==> src/rtl/conv_ctrl_engine.sv <==
// Convolution sequencer: 3x3 stride-1 no-padding convolution over an NxN fmap through one valid/ready port.
// Build option CONV_RELU_EN clamps negative accumulator results to zero before they are written.
module conv_ctrl_engine #(
  parameter int DWIDTH = 32,
  parameter int DIM_W  = 8
) (
  input  logic              clk,
  input  logic              rst,
  input  logic              start_i,
  input  logic [DWIDTH-1:0] fm_dim_i,
  input  logic [DWIDTH-1:0] wt_offset_i,
  input  logic [DWIDTH-1:0] ifm_offset_i,
  input  logic [DWIDTH-1:0] ofm_offset_i,
  output logic              idle_o,
  output logic              done_o,
  output logic              req_valid_o,
  input  logic              req_ready_i,
  output logic              req_write_o,
  output logic [DWIDTH-1:0] req_addr_o,
  output logic [DWIDTH-1:0] req_wdata_o,
  input  logic              resp_valid_i,
  input  logic [DWIDTH-1:0] resp_data_i
);

  typedef enum logic [2:0] {
    S_IDLE, S_WT_REQ, S_WT_WAIT, S_IF_REQ, S_IF_WAIT, S_WR, S_DONE
  } state_t;

  state_t            r_state;
  logic [DIM_W-1:0]  r_n;
  logic [DWIDTH-1:0] r_wt_off;
  logic [DWIDTH-1:0] r_ifm_off;
  logic [DWIDTH-1:0] r_ofm_off;
  logic [1:0]        r_kr;
  logic [1:0]        r_kc;
  logic [DIM_W-1:0]  r_row;
  logic [DIM_W-1:0]  r_col;
  logic [DWIDTH-1:0] r_acc;
  logic [DWIDTH-1:0] r_wt [0:8];
  logic              r_idle;
  logic              r_done;
  logic              r_req_valid;
  logic              r_req_write;
  logic [DWIDTH-1:0] r_req_addr;
  logic [DWIDTH-1:0] r_req_wdata;

  logic [DIM_W-1:0]  w_n_in;
  logic              w_n_ok;
  logic [3:0]        w_tap;
  logic [3:0]        w_tap_nxt;
  logic              w_last_tap;
  logic [1:0]        w_kr_nxt;
  logic [1:0]        w_kc_nxt;
  logic [DIM_W-1:0]  w_last_pos;
  logic              w_last_col;
  logic              w_last_pix;
  logic [DIM_W-1:0]  w_row_nxt;
  logic [DIM_W-1:0]  w_col_nxt;
  logic [DWIDTH-1:0] w_cur_wt;
  logic [DWIDTH-1:0] w_prod;
  logic [DWIDTH-1:0] w_acc_nxt;
  logic [DWIDTH-1:0] w_wr_data;
  logic [DWIDTH-1:0] w_ofm_addr;
  logic              w_unused_dim;

  // Input-fmap word (r+kr, c+kc) in an n-wide row-major map, as a wrapping byte address.
  function automatic logic [DWIDTH-1:0] ifmAddr(
    input logic [DWIDTH-1:0] base,
    input logic [DIM_W-1:0]  n,
    input logic [DIM_W-1:0]  r,
    input logic [DIM_W-1:0]  c,
    input logic [1:0]        kr,
    input logic [1:0]        kc
  );
    logic [DWIDTH-1:0] rr;
    logic [DWIDTH-1:0] cc;
    rr = DWIDTH'(r) + DWIDTH'(kr);
    cc = DWIDTH'(c) + DWIDTH'(kc);
    return base + ((rr * DWIDTH'(n) + cc) << 2);
  endfunction

  assign w_n_in       = fm_dim_i[DIM_W-1:0];
  assign w_n_ok       = w_n_in >= DIM_W'(3);
  assign w_unused_dim = ^fm_dim_i;

  assign w_kr_nxt   = (r_kc == 2'd2) ? r_kr + 2'd1 : r_kr;
  assign w_kc_nxt   = (r_kc == 2'd2) ? 2'd0 : r_kc + 2'd1;
  assign w_tap      = {2'b00, r_kr} * 4'd3 + {2'b00, r_kc};
  assign w_tap_nxt  = {2'b00, w_kr_nxt} * 4'd3 + {2'b00, w_kc_nxt};
  assign w_last_tap = (r_kr == 2'd2) && (r_kc == 2'd2);

  assign w_last_pos = r_n - DIM_W'(3);
  assign w_last_col = r_col == w_last_pos;
  assign w_last_pix = w_last_col && (r_row == w_last_pos);
  assign w_col_nxt  = w_last_col ? '0 : r_col + DIM_W'(1);
  assign w_row_nxt  = w_last_col ? r_row + DIM_W'(1) : r_row;

  assign w_cur_wt   = r_wt[w_tap];
  assign w_prod     = DWIDTH'($signed(resp_data_i) * $signed(w_cur_wt));
  assign w_acc_nxt  = r_acc + w_prod;
  assign w_ofm_addr = r_ofm_off +
                      ((DWIDTH'(r_row) * DWIDTH'(r_n - DIM_W'(2)) + DWIDTH'(r_col)) << 2);

`ifdef CONV_RELU_EN
  assign w_wr_data = w_acc_nxt[DWIDTH-1] ? '0 : w_acc_nxt;
`else
  assign w_wr_data = w_acc_nxt;
`endif

  // Single FSM; every request field is loaded together with req_valid so it holds until accepted.
  always_ff @(posedge clk or negedge rst) begin
    if (!rst) begin
      r_state     <= S_IDLE;
      r_n         <= '0;
      r_wt_off    <= '0;
      r_ifm_off   <= '0;
      r_ofm_off   <= '0;
      r_kr        <= '0;
      r_kc        <= '0;
      r_row       <= '0;
      r_col       <= '0;
      r_acc       <= '0;
      for (int i = 0; i < 9; i++) r_wt[i] <= '0;
      r_idle      <= 1'b1;
      r_done      <= 1'b0;
      r_req_valid <= 1'b0;
      r_req_write <= 1'b0;
      r_req_addr  <= '0;
      r_req_wdata <= '0;
    end else begin
      case (r_state)
        S_IDLE, S_DONE: begin
          if (start_i) begin
            r_n       <= w_n_in;
            r_wt_off  <= wt_offset_i;
            r_ifm_off <= ifm_offset_i;
            r_ofm_off <= ofm_offset_i;
            r_kr      <= '0;
            r_kc      <= '0;
            r_row     <= '0;
            r_col     <= '0;
            if (w_n_ok) begin
              r_state     <= S_WT_REQ;
              r_idle      <= 1'b0;
              r_done      <= 1'b0;
              r_req_valid <= 1'b1;
              r_req_write <= 1'b0;
              r_req_addr  <= wt_offset_i;
            end else begin
              r_state <= S_DONE;
              r_idle  <= 1'b1;
              r_done  <= 1'b1;
            end
          end
        end
        S_WT_REQ: begin
          if (req_ready_i) begin
            r_req_valid <= 1'b0;
            r_state     <= S_WT_WAIT;
          end
        end
        S_WT_WAIT: begin
          if (resp_valid_i) begin
            r_wt[w_tap] <= resp_data_i;
            r_req_valid <= 1'b1;
            if (w_last_tap) begin
              r_kr       <= '0;
              r_kc       <= '0;
              r_acc      <= '0;
              r_req_addr <= r_ifm_off;
              r_state    <= S_IF_REQ;
            end else begin
              r_kr       <= w_kr_nxt;
              r_kc       <= w_kc_nxt;
              r_req_addr <= r_wt_off + (DWIDTH'(w_tap_nxt) << 2);
              r_state    <= S_WT_REQ;
            end
          end
        end
        S_IF_REQ: begin
          if (req_ready_i) begin
            r_req_valid <= 1'b0;
            r_state     <= S_IF_WAIT;
          end
        end
        S_IF_WAIT: begin
          if (resp_valid_i) begin
            r_acc       <= w_acc_nxt;
            r_req_valid <= 1'b1;
            if (w_last_tap) begin
              r_req_write <= 1'b1;
              r_req_addr  <= w_ofm_addr;
              r_req_wdata <= w_wr_data;
              r_state     <= S_WR;
            end else begin
              r_kr       <= w_kr_nxt;
              r_kc       <= w_kc_nxt;
              r_req_addr <= ifmAddr(r_ifm_off, r_n, r_row, r_col, w_kr_nxt, w_kc_nxt);
              r_state    <= S_IF_REQ;
            end
          end
        end
        S_WR: begin
          if (req_ready_i) begin
            r_req_write <= 1'b0;
            if (w_last_pix) begin
              r_req_valid <= 1'b0;
              r_idle      <= 1'b1;
              r_done      <= 1'b1;
              r_state     <= S_DONE;
            end else begin
              r_row       <= w_row_nxt;
              r_col       <= w_col_nxt;
              r_kr        <= '0;
              r_kc        <= '0;
              r_acc       <= '0;
              r_req_addr  <= ifmAddr(r_ifm_off, r_n, w_row_nxt, w_col_nxt, 2'd0, 2'd0);
              r_state     <= S_IF_REQ;
            end
          end
        end
        default: r_state <= S_IDLE;
      endcase
    end
  end

  assign idle_o      = r_idle;
  assign done_o      = r_done;
  assign req_valid_o = r_req_valid;
  assign req_write_o = r_req_write;
  assign req_addr_o  = r_req_addr;
  assign req_wdata_o = r_req_wdata;

endmodule

==> config.mk <==
export PLATFORM = sky130hd
export DESIGN_NAME = conv_ctrl_engine
export DESIGN_NICKNAME = d
export VERILOG_FILES = /design/src/rtl/conv_ctrl_engine.sv
export SDC_FILE = /design/constraint.sdc
export NUM_CORES = 2
export LEC_CHECK = 0
export CORE_UTILIZATION = 25
export DETAILED_ROUTE_END_ITERATION = 10
export SYNTH_ARGS = -nofsm -noshare
export SYNTH_HDL_FRONTEND = slang
export SYNTH_SLANG_ARGS = --single-unit
==> constraint.sdc <==
create_clock -name clk -period 9.01 [get_ports clk]
set_clock_uncertainty 0.05 [all_clocks]
set_input_delay 2.703 -clock clk [delete_from_list [all_inputs] [get_ports clk]]
set_output_delay 2.703 -clock clk [all_outputs]
set_load 0.05 [all_outputs]
==> results.tsv <==
stage	metric	value	unit
sta	relative slew slack	20.42	%
worst_setup_path	CP startpoint	resp_data_i[10]	
sta	Hold Fails Final Rpt	0	
finish	most common cell after layout, fill and taps aside	nand2_1	
sta	Final min period	9.315	ns
run	max_cap viols	0	
synth	Post-synth EDFFs	0	
detailed_routing	Iter 0 DRT Violations	2972	
worst_setup_path	WP data required	9.51	ns
detailed_routing	Wirelength per Cell	19.56	um
min_path	hold path startpoint	r_wt_off[1]	
worst_setup_path	WP buf/inv	7	
sta	Slew Viols, Final	0	
grt	vias in the first global route	42540	
detailed_routing	via count	40720	
sta	Final period util	103.4	%
worst_setup_path	kind of critical path	in2reg	
clock_tree	CTS hold repair buffers	0	
synth	Post-synth ARST share	100.0	%
sta	hold_ws	0.4295	ns
clock_tree	CTS root buf	clkbuf_16	
worst_setup_path	CP startpoint kind	primary input	
worst_setup_path	crit-path max cell delay	0.61	ns
worst_setup_path	CP most frequent cell	fa_1	
min_path	Worst Hold Class	reg2reg	
clock_tree	clock sinks	515	
clock_tree	Clk Latency, worst-skew pair	0.68	ns
finish	Final #Nets	7005	
worst_setup_path	Worst setup EP type	flop	
detailed_routing	DRC errors left	0	
sta	Final setup viols	14	
placement	pre-CTS setup slack	-1.196	ns
sta	Slew @ Worst Pin	1.186	ns
synth	Netlist cell types	88	
detailed_routing	Detailed Routing Iterations Pass 1	7	
floorplanning	Rows	167	
grt	initial antenna violation count	21	
floorplanning	die area	210900	um^2
clock_tree	H-Tree Depth	2	
clock_tree	CTS clk-pin slew, worst paths	0.07	ns
outcome	failing checks	negative setup slack	
sta	RSZ-0062 raised after global routing	true	
outcome	status	finished with violations	
sta	PnR worst setup slack	-0.3045	ns
placement	Port-buffer cells	208	
synth	Mapped Cells	5431	
placement	Post-DP HPWL	132900	um
floorplanning	Starting Density	25.19	%
grt	Total GRT Usage	16.04	%
floorplanning	I/O pin cnt	233	
clock_tree	CTS Buffer Depth	3	
synth	Yosys warning count	0	
worst_setup_path	crit path max fanout	12	
clock_tree	TritonCTS clock tree	done	
worst_setup_path	worst endpoint data arrival time	9.81	ns
grt	largest net degree at the start of global routing	145	
synth	register area share after synthesis	24.66	%
grt	first-pass GRT wire length	259900	um
detailed_routing	Routed WL	170500	um
finish	Area Overhead vs Synth	23.97	%
worst_setup_path	Largest delay share family, worst path	adder cells	
finish	share of cells above drive strength 1	20.33	%
detailed_routing	Vias/cell	4.672	
detailed_routing	Post-DRT Antenna Nets	0	
synth	area share of the largest cell type after synthesis	24.61	%
floorplanning	die width	459.3	um
synth	Post-Syn Nets	6560	
synth	synthesized area per cell	9.625	um^2
synth	post-synth top area cell	dfrtp_1	
synth	Mapped Area	52280	um^2
synth	#FFs+latches synth	515	
placement	final RePlAce weighted congestion	0.9047	
worst_setup_path	critical-path cell with the highest stage delay	fa_2	
floorplanning	Die Y	459.3	um
synth	top_reg_cell synth	dfrtp_1	
synth	synth top area cells	dfrtp_1 25%, fa_1 23%, ha_1 9.0%	
finish	most frequent cells in the layout	1008 x nand2_1, 700 x inv_1, 547 x fa_1, 511 x dfrtp_1	
grt	global route total overflow	0	
sta	fmax	107.4	MHz
worst_setup_path	reg2reg start	r_kc[1]	
clock_tree	Num CTS Buffers	56	
floorplanning	core area	207500	um^2
==> what timing repair did <==
action,in CTS,in global routing
setup endpoints to repair,31,46
pin swaps,145,112
setup buffers,46,29
resized for setup,198,161
cloned,4,0
==> stage by stage <==
step                      instance area [um^2]  setup TNS (ns)  utilization [%]  instances
after floorplan                          52560               0                -       5431
after global placement                   60700          -21.84            29.25       8534
after detailed placement                 60700          -23.88            29.25       8534
after CTS                                63950          -2.151            30.82       8685
after global routing                     64790          -7.976            31.23       8713
final                                    64800          -2.489            31.23       8717
==> layer usage <==
| layer | routed length (um) | vias to the layer above | share of wire (%) | track usage [%] |
|---|---|---|---|---|
| met5 | 0 | - | 0 | 0 |
| met4 | 5001 | 0 | 2.9 | 4.327 |
| met3 | 10610 | 237 | 6.2 | 2.267 |
| met2 | 83970 | 1270 | 49 | 27.62 |
| met1 | 70920 | 20840 | 42 | 20.87 |
| li1 | - | 18370 | - | - |
==> registers in the layout, summed over array words and instances (netlist names) <==
signal and count:
req_write_o 1, done_o 1, r_wt_off 32, req_wdata_o 32, r_kr 2, r_state 3
r_ifm_off 32, r_kc 2, r_acc 32, req_addr_o 32, r_n 8, r_row 8
r_col 8, r_wt 288, r_ofm_off 32, idle_o 1, req_valid_o 1
==> synth_stat cells (8+ instances only) <==
master	instances
o21a_1	14
inv_1	727
or3_1	17
a31oi_1	26
o21ai_1	58
a21oi_1	137
and2_1	184
a211oi_1	18
o221ai_1	10
dfrtp_1	514
o211ai_1	10
a22o_1	41
buf_2	26
a21boi_0	11
xor2_1	79
mux2i_1	11
o31ai_1	19
nand2b_1	50
nor3_1	36
o21ai_0	114
nand3_1	40
buf_1	33
nor2_1	142
buf_6	9
o21bai_1	16
xnor2_1	173
a22oi_1	8
nor2b_1	58
o22ai_1	12
fa_1	590
mux4_2	54
nor3b_1	10
a21o_1	51
mux2_2	292
nand4_1	23
ha_1	374
nand2_1	1033
and3_1	32
mux2_1	33
a221oi_1	11
clkbuf_1	219
==> worst min-delay path: cells and delay by family, from the launching register on <==
family	cells	cell delay, ns
AND/OR/NAND/NOR	2	0.10
flip-flops	1	0.34
==> worst paths after layout <==
kind | end | slack [ns] | depth (start not counted)
min in group asynchronous | r_acc[27] | 1.89 | 1
setup / recovery | req_wdata_o[31] | -0.30 | 26
max in group asynchronous | r_wt[59] | 5.62 | 2
hold reg to reg | r_wt_off[1] | 0.43 | 2
setup reg to reg | req_wdata_o[30] | -0.29 | 35
hold / removal | r_wt_off[1] | 0.43 | 2
==> final cells by class <==
| cell class | count | area [um^2] |
|---|---|---|
| sequential | 515 | 12890 |
| timing repair buffer | 683 | 6983 |
| tap | 2788 | 3488 |
| antenna | 7 | 17.52 |
| inverter | 731 | 2744 |
| multi-input combinational | 3889 | 36710 |
| clock inverter | 23 | 302.8 |
| clock buffer | 81 | 1665 |
| fill | 21250 | 142700 |
==> kinds of logic (layout without fill, tap and decap cells) <==
| family | count (synthesis) | count (layout) | share of synthesized area (%) |
|---|---|---|---|
| adder cells (fa/ha/maj) | 964 | 964 | 31.55 |
| AND/OR/NAND/NOR | 1660 | 1660 | 14.23 |
| buffers and inverters | 1027 | 1518 | 7.707 |
| other | 0 | 7 | 0 |
| XOR/XNOR | 259 | 259 | 4.500 |
| multiplexers | 395 | 395 | 9.789 |
| AO/OA/AOI/OAI | 611 | 611 | 7.568 |
| flip-flops | 515 | 515 | 24.66 |
Power is left out: the tool's default activity adds up to more than one toggle a clock period on the data nets, which glitch-free logic cannot reach.
